**src/rtl/fetch_resp_queue_pkg.sv**
```systemverilog
// Shared types and defaults for the fetch response queue: the entry layout and
// the classification of an incoming response beat.
package fetch_resp_queue_pkg;

   typedef struct packed {
      logic [31:0] pc;
      logic [31:0] instr;
   } fetch_data_t;

   localparam int FQ_DATA_W  = $bits(fetch_data_t);
   localparam int FQ_DEPTH   = 4;
   localparam int FQ_MAX_OUT = 4;

   // What happens to a response beat in the current cycle.
   typedef enum logic [1:0] {
      RESP_NONE,
      RESP_WRITE,
      RESP_DROP,
      RESP_ERR
   } resp_act_e;

endpackage

```
**src/rtl/fq_ram.sv**
```systemverilog
// DEPTH x DATA_W storage for the fetch response queue: one synchronous write
// port, one asynchronous read port.
module fq_ram
   import fetch_resp_queue_pkg::*;
#(
   parameter int DATA_W = FQ_DATA_W,
   parameter int DEPTH  = FQ_DEPTH
) (
   input  logic                     clk,
   input  logic                     we,
   input  logic [$clog2(DEPTH)-1:0] waddr,
   input  logic [DATA_W-1:0]        wdata,
   input  logic [$clog2(DEPTH)-1:0] raddr,
   output logic [DATA_W-1:0]        rdata
);

   logic [DATA_W-1:0] mem [DEPTH];

   // NOTE: the array has no reset; occupancy is tracked by the queue's count,
   // so stale contents are never presented as valid.
   always_ff @(posedge clk) begin
      if (we) mem[waddr] <= wdata;
   end

   assign rdata = mem[raddr];

endmodule

```
**src/rtl/fetch_resp_queue.sv**
```systemverilog
// Decoupling FIFO between instruction-bus responses and decode, with credit
// throttling of bus requests and discard of responses made stale by a flush.
module fetch_resp_queue
   import fetch_resp_queue_pkg::*;
#(
   parameter int DATA_W  = FQ_DATA_W,
   parameter int DEPTH   = FQ_DEPTH,
   parameter int MAX_OUT = FQ_MAX_OUT
) (
   input  logic                         clk,
   input  logic                         resetn,
   output logic                         req_credit,
   input  logic                         req_fire,
   input  logic                         resp_valid,
   input  logic [DATA_W-1:0]            resp_data,
   input  logic                         flush,
   output logic                         deq_valid,
   output logic [DATA_W-1:0]            deq_data,
   input  logic                         deq_ready,
   output logic [$clog2(DEPTH+1)-1:0]   count,
   output logic                         err
);

   localparam int AW = $clog2(DEPTH);
   localparam int CW = $clog2(DEPTH + 1);
   localparam int OW = $clog2(MAX_OUT + 1);
   localparam int SW = ((CW > OW) ? CW : OW) + 1;

   logic [AW-1:0] rd_ptr, wr_ptr;
   logic [OW-1:0] out_cnt, drop_cnt;
   logic [OW-1:0] out_nxt, drop_nxt, live;
   logic [CW-1:0] count_nxt;
   logic [SW-1:0] occ_sum, out_sum;
   logic [DATA_W-1:0] ram_rdata;
   resp_act_e     resp_act;
   logic          resp_dec, wr_en, rd_en, err_set;

   // Every live response already owns a slot, so the FIFO cannot overflow.
   assign live       = out_cnt - drop_cnt;
   assign occ_sum    = SW'(count) + SW'(live);
   assign req_credit = (occ_sum < SW'(DEPTH)) && (out_cnt < OW'(MAX_OUT));

   always_comb begin
      // NOTE: default first, so no path through the if-chain leaves resp_act
      // unassigned and no latch is inferred.
      resp_act = RESP_NONE;
      if (resp_valid) begin
         if (out_cnt == '0)                 resp_act = RESP_ERR;
         else if (drop_cnt != '0 || flush)  resp_act = RESP_DROP;
         else                               resp_act = RESP_WRITE;
      end
   end

   assign resp_dec  = (resp_act == RESP_WRITE) || (resp_act == RESP_DROP);
   assign wr_en     = (resp_act == RESP_WRITE);
   assign deq_valid = (count != '0);
   assign rd_en     = deq_valid && deq_ready && !flush;
   assign err_set   = (resp_act == RESP_ERR) || (req_fire && !req_credit);

   // An illegal request still counts, but never pushes out_cnt past MAX_OUT.
   assign out_sum = SW'(out_cnt) + SW'(req_fire) - SW'(resp_dec);
   assign out_nxt = (out_sum > SW'(MAX_OUT)) ? OW'(MAX_OUT) : OW'(out_sum);

   // On flush everything in flight becomes stale except the beat retiring now;
   // a request fired in the flush cycle belongs to the new stream.
   always_comb begin
      drop_nxt = drop_cnt;
      if (flush)                       drop_nxt = out_cnt - OW'(resp_dec);
      else if (resp_act == RESP_DROP)  drop_nxt = drop_cnt - OW'(1);
   end

   assign count_nxt = flush ? '0 : (count + CW'(wr_en) - CW'(rd_en));

   // NOTE: sequential state uses non-blocking assignments so every register
   // samples the pre-edge values regardless of statement order.
   always_ff @(posedge clk or negedge resetn) begin
      if (!resetn) begin
         rd_ptr   <= '0;
         wr_ptr   <= '0;
         count    <= '0;
         out_cnt  <= '0;
         drop_cnt <= '0;
         err      <= 1'b0;
      end else begin
         out_cnt  <= out_nxt;
         drop_cnt <= drop_nxt;
         count    <= count_nxt;
         err      <= err | err_set;
         if (wr_en) wr_ptr <= wr_ptr + 1'b1;
         if (flush)      rd_ptr <= wr_ptr;
         else if (rd_en) rd_ptr <= rd_ptr + 1'b1;
      end
   end

   fq_ram #(
      .DATA_W (DATA_W),
      .DEPTH  (DEPTH)
   ) u_ram (
      .clk   (clk),
      .we    (wr_en),
      .waddr (wr_ptr),
      .wdata (resp_data),
      .raddr (rd_ptr),
      .rdata (ram_rdata)
   );

   // Masking keeps the head at zero out of reset even though the array is not reset.
   assign deq_data = deq_valid ? ram_rdata : '0;

endmodule

```
**config.mk**
```make
export PLATFORM = sky130hd
export DESIGN_NAME = fetch_resp_queue
export DESIGN_NICKNAME = d
export VERILOG_FILES = /design/src/rtl/fetch_resp_queue_pkg.sv /design/src/rtl/fq_ram.sv /design/src/rtl/fetch_resp_queue.sv
export SDC_FILE = /design/constraint.sdc
export NUM_CORES = 1
export LEC_CHECK = 0
export CAP_MARGIN = 20
export CORE_MARGIN = 2
export CORE_UTILIZATION = 55
export CTS_CLUSTER_DIAMETER = 80
export DETAILED_ROUTE_END_ITERATION = 8
export GPL_TIMING_DRIVEN = 0
export MAX_ROUTING_LAYER = met4
export PLACE_DENSITY = 0.76
export SLEW_MARGIN = 20
export SYNTH_ARGS = -nofsm -noshare
export SYNTH_HDL_FRONTEND = slang
export SYNTH_HIERARCHICAL = 1
export SYNTH_SLANG_ARGS = --single-unit
```
**constraint.sdc**
```tcl
create_clock -name clk -period 8.98 [get_ports clk]
set_input_delay 0.898 -clock clk [delete_from_list [all_inputs] [get_ports clk]]
set_output_delay 0.898 -clock clk [all_outputs]
set_load 0.01 [all_outputs]
```
==> results.toml <==
[outcome]
status = "finished, final reports clean"

[cts]
clk_path_buf_depth = 3
path_clk_slew_ns = 0.06
cts_setup_buffers = 0
cts_tree = "yes"
cts_inserted_buffers = 28
clk_root_buffer_cell = "clkbuf_16"
cts.sinks = 270
insertion_delay_ns = 0.53
postCtsHoldBufs = 0
htree_levels = 1
ctsResizeCount = 0

[sta]
setup_viol = 0
fin_crit_sh_pct = 46.1
tightest_slew_ns = 0.731
max_freq_mhz = 242
slew_headroom_pct = 51.3
fin_skew_ns = 0.0168
fin_tns_setup_ns = 0
finalCriticalPeriod_ns = 4.14
final.setup.worst_slack_ns = 4.84
drv_slew = 0
grt_setup_unrepaired = "false"
hold_viol = 0

[yosys]
ys_ff_latch = 270
yosysWarningCount = 6
avgSynthCellArea_um2 = 21.5
synth_cell_types = 40
synth-edff-count = 256
synthAdderAreaFrac_pct = 2.17
synth_xor_area_share_pct = 0.810
synthMuxAreaShare_pct = 13.5
ys_seq_area_share_pct = 74.3
synth_area_um2 = 10800
async_reset_ff_share_pct = 5.19
synth_cells = 504
synth_top_family_by_area = "multiplexers"
yosys.area_share.simple_pct = 5.26
synth_top_flop_cell = "edfxtp_1"
syn-num-nets = 591
synth-compound-area-share_pct = 1.15

[global_route]
grt_usage_pct = 19.9
grt-ovfl-total = 0
grt_pass1_vias = 5577
antenna_found_initial = 1
grt_pass1_wl_mm = 30.6
grt_max_degree = 39

[run]
drv_cap = 0

[final_layout]
layout.nets = 773
nFillCells = 1277
syn2layout_area_growth_pct = 26.1
post-route-util_pct = 70.3
finalNonFillerCells = 973
multi_input_area_um2 = 2490
layout-drive-gt1-share_pct = 20.1
regArea_um2 = 8040

[floorplan]
die_w_um = 144
die_h_um = 144
fp-row-count = 51
floorplan.initialDensity_pct = 55.8
die_area_um2 = 20800
ioPinCount = 140
core_area_um2 = 19400

[detailed_routing]
vias_per_cell = 5.50
drc = 0
num_vias = 5349
routed_wl_mm = 19.7
wl_per_cell_um = 20.3
drtPass1Iterations = 4
ant_nets = 0
drtIter0Drc = 241

[power]
powerDensity_nw_per_um2 = 294
power.leakage_nw = 4.56
total_power_mw = 4.00
switchingPower_mw = 1.08
netSwitchingFraction_pct = 27.0
ir_worst_vdd_mv = 0.203
p_clk_share_pct = 28.0
p_int_mw = 2.92
p_comb_share_pct = 35.1
seqPwrFrac_pct = 36.9

[critical_path]
crit_path_end_kind = "primary output"
critPathKind = "register to primary output"
start_kind = "register"
critPathArrivalTime_ns = 3.24
cp_max_fo = 4
rrSetupSlack_ns = 6.17
cp.required_ns = 8.08
reg2reg_depth = 10

[placed_design]
post-dp-hpwl_mm = 12.7
pre_cts_ws_ns = 5.40
port_buffers = 139
placed_cells = 921
routabilityCongestion = 0.829

[min_path]
hold_depth = 2
min_path_type = "register to register"
-- power by group through the flow --
stage / Combinational [mW] / Clock, mW / Sequential, mW
3_5_place_dp: 1.43 / 0 / 1.50
3_3_place_gp: 1.40 / 0 / 1.50
2_1_floorplan: 0.847 / 0 / 1.50
5_1_grt: 1.53 / 1.19 / 1.48
6_report: 1.41 / 1.12 / 1.48
4_1_cts: 1.43 / 1.14 / 1.48
-- path summary, 6_finish.rpt --
path | to | start
max in group asynchronous | drop_cnt[1]$_DFFE_PN0P_ | resetn
worst min register to register | err$_DFF_PN0_ | err$_DFF_PN0_
min in group asynchronous | count[2]$_DFF_PN0_ | resetn
worst max register to register | u_ram/mem[0][26]$_DFFE_PP_ | drop_cnt[1]$_DFFE_PN0P_
worst min-delay path | err$_DFF_PN0_ | err$_DFF_PN0_
worst max-delay path | req_credit | out_cnt[0]$_DFF_PN0_
-- registers in the layout (all words and copies together) (netlist names) --
| signal | count |
|---|---|
| count | 3 |
| rd_ptr | 2 |
| err | 1 |
| wr_ptr | 2 |
| drop_cnt | 3 |
| out_cnt | 3 |
| u_ram/mem | 256 |
-- cell type report --
| cell class | count | share of cell area, % |
|---|---|---|
| plain buffers | 23 | 1.85 |
| repair buffers | 152 | 11.3 |
| diodes | 1 | 0.0184 |
| multi-input cells | 197 | 18.3 |
| clock inverters | 6 | 0.193 |
| well taps | 265 | 2.43 |
| flip-flops and latches | 270 | 58.9 |
| clock buffers | 45 | 6.59 |
| inverters | 14 | 0.385 |
-- critical path, cell delays in order, from the launching register on --
cell and delay [ns]:
dfrtp_1 0.40, inv_1 0.14, ha_1 0.16, inv_1 0.05, fa_1 0.37, xor2_1 0.16, xnor2_1 0.13, ha_1 0.28
nor4_1 0.30, o21a_1 0.20, clkdlybuf4s50_1 0.54
-- routing by layer --
layer  vias to the layer above  routed length (µm)  track usage (%)
li1                       2398                   -                -
met5                         -                   0                -
met3                        25                1260             4.14
met1                      2778                8260             26.5
met4                         0                 280             3.83
met2                       148                9950             32.9
-- layout by cell type (no fill, tap or decap), types with 3 or more instances in the layout --
| cell | Yosys | layout |
|---|---|---|
| edfxtp_1 | 256 | 256 |
| clkdlybuf4s50_1 | 0 | 139 |
| and2_1 | 64 | 64 |
| mux4_2 | 60 | 60 |
| clkbuf_16 | 0 | 31 |
| ha_1 | 14 | 14 |
| dfrtp_1 | 14 | 14 |
| inv_1 | 13 | 13 |
| buf_6 | 8 | 11 |
| clkbuf_1 | 2 | 9 |
| buf_12 | 6 | 8 |
| clkbuf_8 | 0 | 7 |
| buf_4 | 0 | 7 |
| nand2_1 | 6 | 6 |
| xnor2_1 | 6 | 6 |
| buf_2 | 6 | 6 |
| xor2_1 | 4 | 4 |
| mux4_1 | 4 | 4 |
| nor2_1 | 3 | 3 |
| o21ai_0 | 3 | 3 |
| o311ai_0 | 3 | 3 |
| fa_1 | 3 | 3 |
| clkinv_2 | 0 | 3 |
| clkinv_1 | 0 | 3 |
-- stage by stage --
| step | hold WS, ns | cell area (µm²) |
|---|---|---|
| after floorplan | 0.486 | 10800 |
| after global placement | 0.477 | 12500 |
| after detailed placement | 0.479 | 12700 |
| after CTS | 0.497 | 13600 |
| after global routing | 0.547 | 13600 |
| final | 0.489 | 13600 |
-- synth_stat cells, types with 3 or more instances --
cell type	count	area, µm²
xnor2_1	6	52.6
xor2_1	4	35.0
mux4_2	60	1350
buf_6	8	90.1
dfrtp_1	14	350
buf_2	6	30.0
ha_1	14	175
nor2_1	3	11.3
inv_1	13	48.8
nand2_1	6	22.5
and3b_1	3	26.3
o311ai_0	3	26.3
mux4_1	4	105
edfxtp_1	256	7690
and2_1	64	400
fa_1	3	60.1
o21ai_0	3	15.0
buf_12	6	120
-- cell families after synthesis --
logic type | count (synthesis)
buffers and inverters | 37
adder cells (fa/ha/maj) | 17
XOR/XNOR | 10
multiplexers | 64
AO/OA/AOI/OAI | 15
flip-flops | 270
AND/OR/NAND/NOR | 91
Power figures use the tool's default switching activity.
==> edit 1 (config.mk and constraints unchanged) <==
Register the output `req_credit`, with the module's reset; this adds one clock of latency there. The other outputs are not delayed to match.
--- a/src/rtl/fetch_resp_queue.sv
+++ b/src/rtl/fetch_resp_queue.sv
@@ -27,4 +27,6 @@
    localparam int SW = ((CW > OW) ? CW : OW) + 1;
 
+   logic req_credit_d;
+
    logic [AW-1:0] rd_ptr, wr_ptr;
    logic [OW-1:0] out_cnt, drop_cnt;
@@ -39,5 +41,5 @@
    assign live       = out_cnt - drop_cnt;
    assign occ_sum    = SW'(count) + SW'(live);
-   assign req_credit = (occ_sum < SW'(DEPTH)) && (out_cnt < OW'(MAX_OUT));
+   assign req_credit_d = (occ_sum < SW'(DEPTH)) && (out_cnt < OW'(MAX_OUT));
 
    always_comb begin
@@ -56,5 +58,5 @@
    assign deq_valid = (count != '0);
    assign rd_en     = deq_valid && deq_ready && !flush;
-   assign err_set   = (resp_act == RESP_ERR) || (req_fire && !req_credit);
+   assign err_set   = (resp_act == RESP_ERR) || (req_fire && !req_credit_d);
 
    // An illegal request still counts, but never pushes out_cnt past MAX_OUT.
@@ -108,4 +110,12 @@
    assign deq_data = deq_valid ? ram_rdata : '0;
 
+   always_ff @(posedge clk or negedge resetn) begin
+      if (!resetn) begin
+         req_credit <= '0;
+      end else begin
+         req_credit <= req_credit_d;
+      end
+   end
+
 endmodule
 
Behaviour: not the same (a bounded check fails within 4 cycles, from zero or initial values and one cycle with resetn low).
==> edit 1 against the unedited design <==
- die area rose by 0.22%
- clock power fell by 12%
- cell count down 0.21%
- via count down 1.2%
- register-to-register slack gained 30 ps
- setup slack better by 690 ps
- wire length increased by 2.1%
- area after synthesis increased by 0.23%
- worst hold slack improved by 18 ps
- total power decreased by 3.4%
- design area shrank 0.96%
- sequential cell count increased by 1
==> edit 1: results (changes against the unedited design) <==
status: "finished clean"  # unchanged
cts_buffers: 27  # was 28
numPlacedInstances: 922  # was 921
cts_root_buf: "clkbuf_16"  # unchanged
grtUsageTotal: 0.2002  # was 0.1994
dp.final_hpwl_um: 12850  # was 12710 um
r2r_slack_ps: 6200  # was 6170 ps
grt_pass1_wl_um: 30630  # was 30600 um
vias: 5284  # was 5349
crit_end: "deq_data[43]"  # was req_credit
placed_cell_area_um2: 12730  # was 12710 um^2
drive_above_1_share: 0.1901  # was 0.2008
p_leak_nw: 4.485  # was 4.556 nW
netlist_top_cells_area: "edfxtp_1, mux4_2, and2_1, dfrtp_1, ha_1"  # unchanged
cp.arrival_ps: 2550  # was 3240 ps
ys_seq_area_frac: 0.7438  # was 0.7432
drtIter0Drc: 296  # was 241
pg_clk_w: 0.000983  # was 0.00112 W
syn_avg_cell_area_um2: 21.47  # was 21.46 um^2
syn_nets: 592  # was 591
period_share: 0.3843  # was 0.4611
grt_pass1_vias: 5624  # was 5577
synth_common_cells: "edfxtp_1, and2_1, mux4_2"  # unchanged
dp_slack_ps: 5424  # was 5402 ps
ys_ff_latch: 271  # was 270
buffer_area_frac: 0.1331  # was 0.1318
clkbuf_count: 33  # was 45
wl_per_cell_um: 20.76  # was 20.29 um
fin_hold_ws_ps: 507.0  # was 489.2 ps
tightest_slew_ps: 683.7  # was 730.6 ps
cp_max_fo: 10  # was 4
power.share.switching: 0.2779  # was 0.2701
skew_ps: 11.35  # was 16.76 ps
ir_drop_mv: 0.2112  # was 0.2032 mV
async_flop_share: 0.05535  # was 0.05185
register_area_um2: 8063  # was 8038 um^2
gp_congestion: 0.8050  # was 0.8290
edit 1: cell count changes in the layout (fill, tap and decap cells not counted), moves of 2 or more:
cell       delta
clkinv_1      +6
clkbuf_8      -7
clkbuf_16     -4
buf_4         -2
buf_6         +2
edit 1: worst max-delay path, cell delays in order (launching register included):
cell	delay, ps
dfrtp_1	370
clkbuf_2	310
buf_2	350
mux4_2	370
and2_1	150
clkdlybuf4s50_1	470
edit 1: cell families (layout without fill, tap and decap cells):
kind of cell,Yosys count,in the layout,share of synthesized area
other,0,1,0
xor gates and xnor gates,10,10,0.008079
adders and majority gates,17,17,0.02170
DFF,271,271,0.7438
and+or+nand+nor,91,91,0.05252
buffers and inverters,37,237,0.02816
AOI/OAI and AO/OA,15,15,0.01143
muxes,64,64,0.1343
edit 1: per-layer routing:
layer  part of all wire  GRT usage
met5                  0          -
met4              0.019    0.05059
met3              0.054    0.03940
met2               0.51     0.3357
met1               0.41     0.2560
==> edit 2 (same flow settings) <==
Made on the original files. The package constant `FQ_MAX_OUT` goes from 4 to 8.
--- a/src/rtl/fetch_resp_queue_pkg.sv
+++ b/src/rtl/fetch_resp_queue_pkg.sv
@@ -10,5 +10,5 @@
    localparam int FQ_DATA_W  = $bits(fetch_data_t);
    localparam int FQ_DEPTH   = 4;
-   localparam int FQ_MAX_OUT = 4;
+   localparam int FQ_MAX_OUT = 8;
 
    // What happens to a response beat in the current cycle.
Formal check against the unedited RTL: not equivalent (Yosys sat finds a counterexample within 10 cycles, from zero or initial values and one cycle with resetn low).
==> edit 2 against the unedited design <==
- worst hold slack better by 2.6 ps
- design area increased by 0.93%
- total power fell by 2.6%
- setup slack better by 35 ps
- area after synthesis rose by 1.5%
- global-route usage rose by 0.44 points
- sequential share of layout area fell by 0.18 points
- maximum frequency up 0.85%
- sequential cell count rose by 2
- wire length grew 2.6%
==> edit 2: results (changes against the unedited design) <==
status: "finished clean"  # unchanged
cts_buffers: 27  # was 28
yosysWarnings: 6  # unchanged
setup-violations-final: 0  # unchanged
skew_ps: 12.93  # was 16.76 ps
gp_congestion: 0.8462  # was 0.8290
htreeDepth: 1  # unchanged
ir_drop_mv: 0.1937  # was 0.2032 mV
grtUsageTotal: 0.2038  # was 0.1994
syn_nets: 621  # was 591
hp-start: "err"  # unchanged
synth_cell_types: 43  # was 40
ys_seq_area_frac: 0.7371  # was 0.7432
grt_pass1_wl_um: 32610  # was 30600 um
synth_top_family_by_area: "multiplexers"  # unchanged
cp_max_fo: 3  # was 4
cpMaxStageDelayCell: "clkdlybuf4s50_1"  # unchanged
clock_latency_ps: 520
antenna_found_initial: 0  # was 1
holdPathStages: 2  # unchanged
cts.clk_slew.worst_paths_ps: 60  # about the same
avgViaCountPerCell: 5.497  # about the same
worstReg2RegStart: "out_cnt[2]"  # was drop_cnt[1]
dp_slack_ps: 5369  # was 5402 ps
synth_common_cells: "edfxtp_1, and2_1, mux4_2"  # unchanged
synth-compound-area-share: 0.009692  # was 0.01145
numPortBuffers: 138  # was 139
grt_max_degree: 38  # was 39
dp.final_hpwl_um: 13230  # was 12710 um
wl_per_cell_um: 20.40  # was 20.29 um
drtIter0Drc: 338  # was 241
slowest_delay_ps: 600  # was 540 ps
firstDrtPassIters: 4  # unchanged
n_antenna_cell: 0  # was 1
relSlewSlack: 0.4953  # was 0.5129
cts_resized: 0  # unchanged
hold_class: "register to register"  # unchanged
netlist_top_cells_area: "edfxtp_1, mux4_2, and2_1, dfrtp_1, ha_1"  # unchanged
grt_pass1_vias: 6021  # was 5577
synth_xor_xnor_area_share: 0.009464  # was 0.008098
post_cts_buffers: 0  # unchanged
placed_cell_area_um2: 12860  # was 12710 um^2
synth_fa_ha_area_frac: 0.02600  # was 0.02175
cp.arrival_ps: 3210  # was 3240 ps
nets: 799  # was 773
drive_above_1_share: 0.1923  # was 0.2008
async_flop_share: 0.05882  # was 0.05185
reg2reg_depth: 15  # was 10
r2r_slack_ps: 5910  # was 6170 ps
min_to: "err"  # unchanged
p_leak_nw: 4.613  # was 4.556 nW
cts_root_buf: "clkbuf_16"  # unchanged
timing.rr.end: "out_cnt[1]"  # was u_ram/mem[0][26]
synth.area.mux_share: 0.1345  # was 0.1347
num-fill-cells: 1252  # was 1277
edit 2: cell count changes after synthesis, sizes merged, moves of 3 or more:
cell / delta
a21oi: +6
buf: -6
clkbuf: +6
nor2: +5
ha: +4
inv: +3
o21ai: +3
o311ai: -3
edit 2: worst max path at each step:
| stage | from | end | slack [ps] | cells after the start |
|---|---|---|---|---|
| 2_1_floorplan | flush | u_ram/mem[0][0] | 2120 | 4 |
| 3_3_place_gp | resp_valid | u_ram/mem[0][37] | -1780 | 5 |
| 3_5_place_dp | out_cnt[0] | req_credit | 5370 | 10 |
| 4_1_cts | out_cnt[0] | req_credit | 4800 | 10 |
| 5_1_grt | out_cnt[0] | req_credit | 4640 | 10 |
| 6_report | out_cnt[0] | req_credit | 4870 | 10 |
edit 2: layout make-up:
cell class / count / area share
Multi-Input combinational cell: 218 / 0.1911
Sequential cell: 272 / 0.5876
Tap cell: 265 / 0.02409
Clock buffer: 30 / 0.04991
Clock inverter: 19 / 0.01591
Buffer: 23 / 0.01518
Inverter: 17 / 0.004636
Timing Repair Buffer: 149 / 0.1115
edit 2: through the flow:
stage | total power (W) | instances | hold slack (ps) | util
2_1_floorplan | 0.002281 | 530 | 506.3 | -
3_3_place_gp | 0.002773 | 933 | 463.4 | 0.6497
3_5_place_dp | 0.002813 | 944 | 481.0 | 0.6585
4_1_cts | 0.003952 | 993 | 494.5 | 0.7049
5_1_grt | 0.004091 | 993 | 548.4 | 0.7049
6_report | 0.003900 | 993 | 491.8 | 0.7049
edit 2: layer usage:
metal  share of wire  global-route usage  vias to the layer above
met2            0.53              0.3495                      143
met1            0.41              0.2578                     2829
met4           0.018             0.04755                        0
met3           0.044             0.03522                       28
li1                -                   -                     2459
met5               0                   -                        -
edit 2: cells by family after synthesis:
logic type | after synthesis
multiplexers | 66
AO/OA/AOI/OAI | 18
flip-flops | 272
AND/OR/NAND/NOR | 102
adder cells (fa/ha/maj) | 21
buffers and inverters | 40
XOR/XNOR | 11
edit 2: critical path, delay by kind of cell, from the launching register on:
kind / cells / cell delay, ps
adders and majority gates: 3 / 810
xor gates and xnor gates: 1 / 150
buffers and inverters: 3 / 770
DFF: 1 / 380
and+or+nand+nor: 3 / 580
edit 2: where the power goes:
group	switching [W]	total [W]	internal, W
registers	0.0000465	0.00148	0.00144
logic	0.000570	0.00129	0.000718
clock network	0.000438	0.00113	0.000692
